`src/rtl/data_sram_arbiter.sv`:
```
// data_sram_arbiter: shares the single-port data SRAM between the pipeline MEM stage (P)
// and an auxiliary debug/DMA master (A). P has fixed priority. A starvation counter
// guarantees that A makes progress, and A may lock the SRAM for a bounded burst.
module data_sram_arbiter #(
    parameter int STARVE_LIMIT = 8,
    parameter int CNT_W        = 4,
    parameter int BURST_MAX    = 16
) (
    input  logic        clk,
    input  logic        reset,
    // pipeline port
    input  logic        p_req,
    input  logic [3:0]  p_we,
    input  logic [31:0] p_addr,
    input  logic [31:0] p_wdata,
    output logic        p_gnt,
    output logic        p_rvalid,
    output logic [31:0] p_rdata,
    // auxiliary port
    input  logic        a_req,
    input  logic [3:0]  a_we,
    input  logic [31:0] a_addr,
    input  logic [31:0] a_wdata,
    input  logic        a_last,
    output logic        a_gnt,
    output logic        a_rvalid,
    output logic [31:0] a_rdata,
    // SRAM side
    output logic        sram_en,
    output logic [3:0]  sram_we,
    output logic [31:0] sram_addr,
    output logic [31:0] sram_wdata,
    input  logic [31:0] sram_rdata
);

    localparam int BEAT_W = $clog2(BURST_MAX + 1);
    localparam logic [CNT_W-1:0]  STARVE_MAX = CNT_W'(STARVE_LIMIT);
    localparam logic [BEAT_W-1:0] BEAT_LAST  = BEAT_W'(BURST_MAX);

    typedef enum logic {
        ST_ARB,
        ST_AUX_BURST
    } state_e;

    typedef enum logic [1:0] {
        OWN_NONE,
        OWN_P,
        OWN_A
    } owner_e;

    state_e              state_q, state_d;
    logic [CNT_W-1:0]    starve_cnt_q, starve_cnt_d;
    logic [BEAT_W-1:0]   beat_cnt_q, beat_cnt_d;
    owner_e              rd_owner_q, rd_owner_d;
    logic                force_a;

    // State register: arbitration state, counters and owner of the in-flight read.
    // NOTE: reset is synchronous here, so it is sampled on clk and kept out of the event list.
    always_ff @(posedge clk) begin
        if (reset) begin
            state_q      <= ST_ARB;
            starve_cnt_q <= '0;
            beat_cnt_q   <= '0;
            rd_owner_q   <= OWN_NONE;
        end else begin
            state_q      <= state_d;
            starve_cnt_q <= starve_cnt_d;
            beat_cnt_q   <= beat_cnt_d;
            rd_owner_q   <= rd_owner_d;
        end
    end

    // Next-state logic: burst lock tracking, starvation counting, read-return owner.
    // NOTE: every signal gets a default first so no path leaves it unassigned (no latches).
    always_comb begin
        state_d      = state_q;
        starve_cnt_d = starve_cnt_q;
        beat_cnt_d   = beat_cnt_q;
        rd_owner_d   = OWN_NONE;

        if (p_gnt && (p_we == 4'b0000)) begin
            rd_owner_d = OWN_P;
        end else if (a_gnt && (a_we == 4'b0000)) begin
            rd_owner_d = OWN_A;
        end

        case (state_q)
            ST_ARB: begin
                if (a_gnt || !a_req) begin
                    starve_cnt_d = '0;
                end else if (starve_cnt_q < STARVE_MAX) begin
                    starve_cnt_d = starve_cnt_q + 1'b1;
                end
                // A one-beat limit means every beat is the last one; no lock is taken.
                if (a_gnt && !a_last && (BURST_MAX > 1)) begin
                    state_d    = ST_AUX_BURST;
                    beat_cnt_d = BEAT_W'(1);
                end
            end
            ST_AUX_BURST: begin
                starve_cnt_d = '0;
                if (a_gnt) begin
                    if (a_last || (beat_cnt_q + 1'b1 == BEAT_LAST)) begin
                        state_d    = ST_ARB;
                        beat_cnt_d = '0;
                    end else begin
                        beat_cnt_d = beat_cnt_q + 1'b1;
                    end
                end
            end
            default: begin
                state_d    = ST_ARB;
                beat_cnt_d = '0;
            end
        endcase
    end

    // Output logic: grants, SRAM request mux and read-return steering.
    always_comb begin
        p_gnt   = 1'b0;
        a_gnt   = 1'b0;
        force_a = a_req && (starve_cnt_q >= STARVE_MAX);

        // Grants are suppressed while reset is held so nothing reaches the SRAM.
        if (!reset) begin
            case (state_q)
                ST_ARB: begin
                    if (force_a) begin
                        a_gnt = 1'b1;
                    end else if (p_req) begin
                        p_gnt = 1'b1;
                    end else if (a_req) begin
                        a_gnt = 1'b1;
                    end
                end
                ST_AUX_BURST: a_gnt = a_req;
                default: ;
            endcase
        end

        sram_en    = p_gnt | a_gnt;
        sram_we    = 4'b0000;
        sram_addr  = 32'h0;
        sram_wdata = 32'h0;
        if (p_gnt) begin
            sram_we    = p_we;
            sram_addr  = p_addr;
            sram_wdata = p_wdata;
        end else if (a_gnt) begin
            sram_we    = a_we;
            sram_addr  = a_addr;
            sram_wdata = a_wdata;
        end

        p_rvalid = !reset && (rd_owner_q == OWN_P);
        a_rvalid = !reset && (rd_owner_q == OWN_A);
        p_rdata  = sram_rdata;
        a_rdata  = sram_rdata;
    end

endmodule

```
`config.mk`:
```
export PLATFORM = sky130hd
export DESIGN_NAME = data_sram_arbiter
export DESIGN_NICKNAME = d
export VERILOG_FILES = /design/src/rtl/data_sram_arbiter.sv
export SDC_FILE = /design/constraint.sdc
export NUM_CORES = 1
export LEC_CHECK = 0
export ABC_AREA = 1
export CAP_MARGIN = 30
export CORE_AREA = 10 10 112 114
export DETAILED_ROUTE_END_ITERATION = 16
export DIE_AREA = 0 0 122 124
export GPL_ROUTABILITY_DRIVEN = 0
export GPL_TIMING_DRIVEN = 1
export HOLD_SLACK_MARGIN = 0.12
export PLACE_DENSITY_LB_ADDON = 0.15
export SKIP_CTS_REPAIR_TIMING = 1
export SYNTH_ARGS = -nofsm -noshare
export SYNTH_HDL_FRONTEND = slang
export SYNTH_SLANG_ARGS = --single-unit
```
`constraint.sdc`:
```
create_clock -name clk -period 1.65 [get_ports clk]
set_input_delay 0.33 -clock clk [delete_from_list [all_inputs] [get_ports clk]]
set_output_delay 0.33 -clock clk [all_outputs]
set_load 0.01 [all_outputs]
```
[Word level (Yosys, flattened, before mapping)]
Cells that the tools add are included.
Cells by class
  reductions and logical operators: 15
  equality and inequality tests: 6
  add/sub/neg operators: 2
  mux-type cells: 28
  magnitude comparators: 2
  bitwise logic cells: 2
Operators by type and width (count)
  $mux W32: 4
  $mux W4: 4
  $mux W5: 3
  $mux W1: 12
  $pmux W5 S2: 1
  $logic_not A4 Y1: 2
  $pmux W4 S2: 1
  $logic_and A1 B1 Y1: 6
  $add A5 B1 Y5 const B: 1
  $eq A5 B5 Y1 const B: 1
  $add A4 B1 Y4 const B: 1
  $ge A4 B4 Y1 const B: 1
  $lt A4 B4 Y1 const B: 1
  $ne A2 B2 Y1 const B: 2
  $pmux W1 S2: 2
  $logic_not A1 Y1: 3
  $ne A3 B3 Y1 const B: 1
  $eq A2 B1 Y1 const B: 1
  $eq A2 B2 Y1 const B: 1
  $logic_or A1 B1 Y1: 2
  $mux W2: 1
  $reduce_and A2 Y1: 1
  $reduce_or A2 Y1: 1
  $not A1 Y1: 1
  $or A1 B1 Y1: 1
Storage, ports and cells
  input bits: 173
  flip-flop bits (word level): 12

[Longest topological paths before layout]
  depth after elaboration: 8
  depth in mapped cells: 9

[Least setup slack after synthesis]
Ideal clock, no wire load.
  kind: in2out
  start: in reset
  end: out sram_addr[10]
  stages: 7
  arrival time: 1.174 ns
  slack: 0.146 ns
  buffers on the path: 3
  cell sequence: buf_6 nor2_2 nand2_4 inv_4 buf_6 buf_6 a22o_1
Between the ends
  longest elaborated chain between the ends: 3
  elaborated cells between the ends (all ways): 4
Ends and longest elaborated chain
  start: declaration: line 10  | input logic reset,
  $mux W1: line 125  | if (!reset) begin
  $mux W32: line 149  | end else if (a_gnt) begin
  $mux W32 *: line 145  | if (p_gnt) begin
  end: declaration: line 31  | output logic [31:0] sram_addr,
Every way passes the cells marked *; elsewhere a longest branch is shown, timed or not.

[Worst setup path in the final report]
  start: reg state_q
  end: out sram_wdata[31]
Between the ends
  longest elaborated chain between the ends: 5
  elaborated cells between the ends (all ways): 7
Ends and longest elaborated chain
  start: declaration: line 51  | state_e state_q, state_d;
  start signal: assignment: line 66  | state_q <= state_d;
  $not A1 Y1
  $pmux W1 S2: line 126  | case (state_q)
  $mux W1: line 125
  $mux W32: line 149
  $mux W32 *: line 145
  end: declaration: line 32  | output logic [31:0] sram_wdata,
Marked as above.

==> results.yml <==
sta:
  finalSetupTns_ps: -5831
  max_freq_mhz: 564.0
  fin_crit_sh_pct: 107.5
  slew-limit-headroom_pct: 83.27
  fin_crit_ps: 1773
  tightestPinTransition_ps: 250.5
  setup-violations-final: 65
  rsz0062_at_grt: "true"
  final.setup_skew_ps: 0.4012
  report.final.slew_viol_count: 0
  setup_ws_ps: -123.0
  hold_violations: 0
logic_synthesis:
  synth_area_leaders: "a22o_1, buf_4, dfxtp_1, inv_1, nand2_1"
  synth-seq-cells: 12
  async_flop_share_pct: 0
  yosysSeqAreaShare_pct: 12.94
  synth_edf_count: 0
  synth_top_flop_cell: "dfxtp_1"
  yosys_warnings: 0
  synth_cell_types: 24
  synth_area_mm2: 0.001857
  yosys.area.top_type: "a22o_1"
  syn_area_per_cell_um2: 7.641
  syn_inst: 243
  synth_nets: 419
  synth.top_cell.area_share_pct: 30.66
layout:
  fin_area_mm2: 0.003769
  diodes: 0
  area_growth_pct: 103.0
  fin_nets: 587
  drive_gt1_share_pct: 29.10
floorplanning:
  rows: 37
  io_pins: 310
  initial_core_util_pct: 18.15
  die-width_um: 122
  core_area_mm2: 0.01023
  die_h_um: 124
  die_area_mm2: 0.01513
critical_path:
  worstPathArrival_ps: 1440
  crit_start: "state_q$_SDFF_PP0_"
  crit_path_start_kind: "register"
  r2r_start: "beat_cnt_q[0]$_SDFFE_PP0P_"
  r2r_cells: 6
  critPathKind: "register to output port"
  r2r_slack_ps: 250
  critPathCapture: "sram_wdata[31]"
  worst-path-max-fanout: 12
  cp.required_ps: 1320
  end_kind: "output port"
  r2r_end: "beat_cnt_q[0]$_SDFFE_PP0P_"
placed_design:
  portBuffers: 213
  postPlaceCellArea_mm2: 0.003757
  dpl.hpwl_mm: 10.05
clocking:
  clkTransAtPathRegs_ps: 50
  cts_root_buf: "clkbuf_8"
  cts_tree: "yes"
  cts_made_buffers: 3
  insertion_delay_ps: 240
  htreeDepth: 1
  clockBufferDepth: 2
  clock_sinks: 12
power:
  powerDensity_mw_per_mm2: 393.9
  ir_worst_vdd_mv: 0.2945
  p_leak_nw: 1.731
outcome:
  status: "finished, violations left"
  violations: "setup timing"
route:
  vias_per_cell: 4.413
  ant_nets: 0
  num_vias: 2405
  m1WireLength_mm: 4.517
  first_pass_iters: 6
  detail_route.wl_per_cell_um: 21.97
  wl_met2_mm: 5.762
  drt_iter0_drc: 105
  met3_length_mm: 1.596
  drcViolationCount: 0
  drt_wl_total_mm: 11.97
  highest_layer: "met4"
global_routing:
  grt_max_degree: 38
  grt_pass1_vias: 2391
  track_usage_pct: 13.19
  grt_overflow: 0
  grt_pass1_wl_mm: 15.34
  antenna_found_initial: 0
min_path:
  hp-start: "starve_cnt_q[2]$_SDFFE_PP0P_"
  hp-class: "register to register"
run:
  maxCapViolations: 0
[through the flow]
stage | util, % | total power (W) | cells | hold slack (ps) | setup WS (ps)
after CTS | 37.13 | 0.001529 | 537 | 474.4 | -901.1
final | 36.84 | 0.001485 | 545 | 469.3 | -123.0
after global routing | 36.84 | 0.001577 | 545 | 496.1 | -190.6
after detailed placement | 36.73 | 0.001253 | 534 | 462.4 | -892.5
after floorplan | - | 0.0007481 | 243 | 408.3 | 146.1
after global placement | 36.73 | 0.001252 | 534 | 449.8 | -842.0
[power by group]
part	switching, W	total [W]	internal [W]
Clock	0.000105	0.000265	0.000161
Combinational	0.000349	0.000919	0.000570
Sequential	0.00000485	0.000300	0.000295
[synthesized netlist by cell type (3+ instances only)]
library cell,number
a21oi_1,6
a22o_1,65
buf_2,6
buf_4,68
buf_6,5
dfxtp_1,12
ha_1,3
inv_1,18
inv_2,3
nand2_1,16
nand3_1,11
nand4_1,3
nor2_1,10
nor3_1,4
o22ai_1,4
[worst max-delay path, stage by stage, from the launching register on]
cell	delay (ps)
dfxtp_2	330
inv_4	80
nand3_4	90
nand2_8	120
clkinv_8	80
buf_12	140
a22o_1	200
buf_2	160
[layer usage]
| layer | GRT usage (%) | up-vias |
|---|---|---|
| met1 | 14.18 | 1060 |
| met4 | 1.937 | 0 |
| met2 | 22.38 | 184 |
| met3 | 7.783 | 15 |
| met5 | 0 | - |
| li1 | - | 1146 |
[worst min path at each step]
stage | endpoint | slack (ps) | cells past startpoint
3_5_place_dp | starve_cnt_q[0]$_SDFFE_PP0P_ | 460 | 1
6_report | starve_cnt_q[3]$_SDFFE_PP0P_ | 470 | 2
3_3_place_gp | starve_cnt_q[0]$_SDFFE_PP0P_ | 450 | 1
4_1_cts | starve_cnt_q[0]$_SDFFE_PP0P_ | 470 | 1
5_1_grt | beat_cnt_q[4]$_SDFFE_PP0P_ | 500 | 2
2_1_floorplan | rd_owner_q[0]$_SDFF_PP0_ | 410 | 1
[registers in the layout, summed over array words and instances (netlist names)]
signal,cells
beat_cnt_q,5
starve_cnt_q,4
rd_owner_q,2
state_q,1
[cell families (layout without fill, tap and decap cells)]
| logic type | after synthesis | after routing | synth area share [%] |
|---|---|---|---|
| flops | 12 | 12 | 12.94 |
| compound gates | 78 | 78 | 34.91 |
| simple gates | 48 | 48 | 12.94 |
| buf+inv | 101 | 267 | 36.72 |
| fa+ha+maj | 3 | 3 | 2.022 |
| xor+xnor | 1 | 1 | 0.4718 |
[cell type report]
class | instances | area (um^2)
tap | 136 | 170.2
inverter | 22 | 105.1
clock buffer | 3 | 41.29
multi-input combinational | 130 | 984.7
sequential | 12 | 242.7
fill | 1062 | 6462
timing repair buffer | 241 | 2216
timing repair inverter | 1 | 8.758
[layout by cell type, fill, tap and decap left out, drive strengths merged]
master and instances:
dlymetal6s2s 6, xor2 1, nand4 4, clkinv 1
dfxtp 12, nor2 11, a21oi 6, ha 3
o22ai 4, clkbuf 59, inv 22, nand2 17
a22o 65, nor3 4, clkdlybuf4s50 137, nand3 12
o211ai 1, a211oi 1, o21ai 1, buf 42
Note: power is estimated with default switching activity, not from simulation.
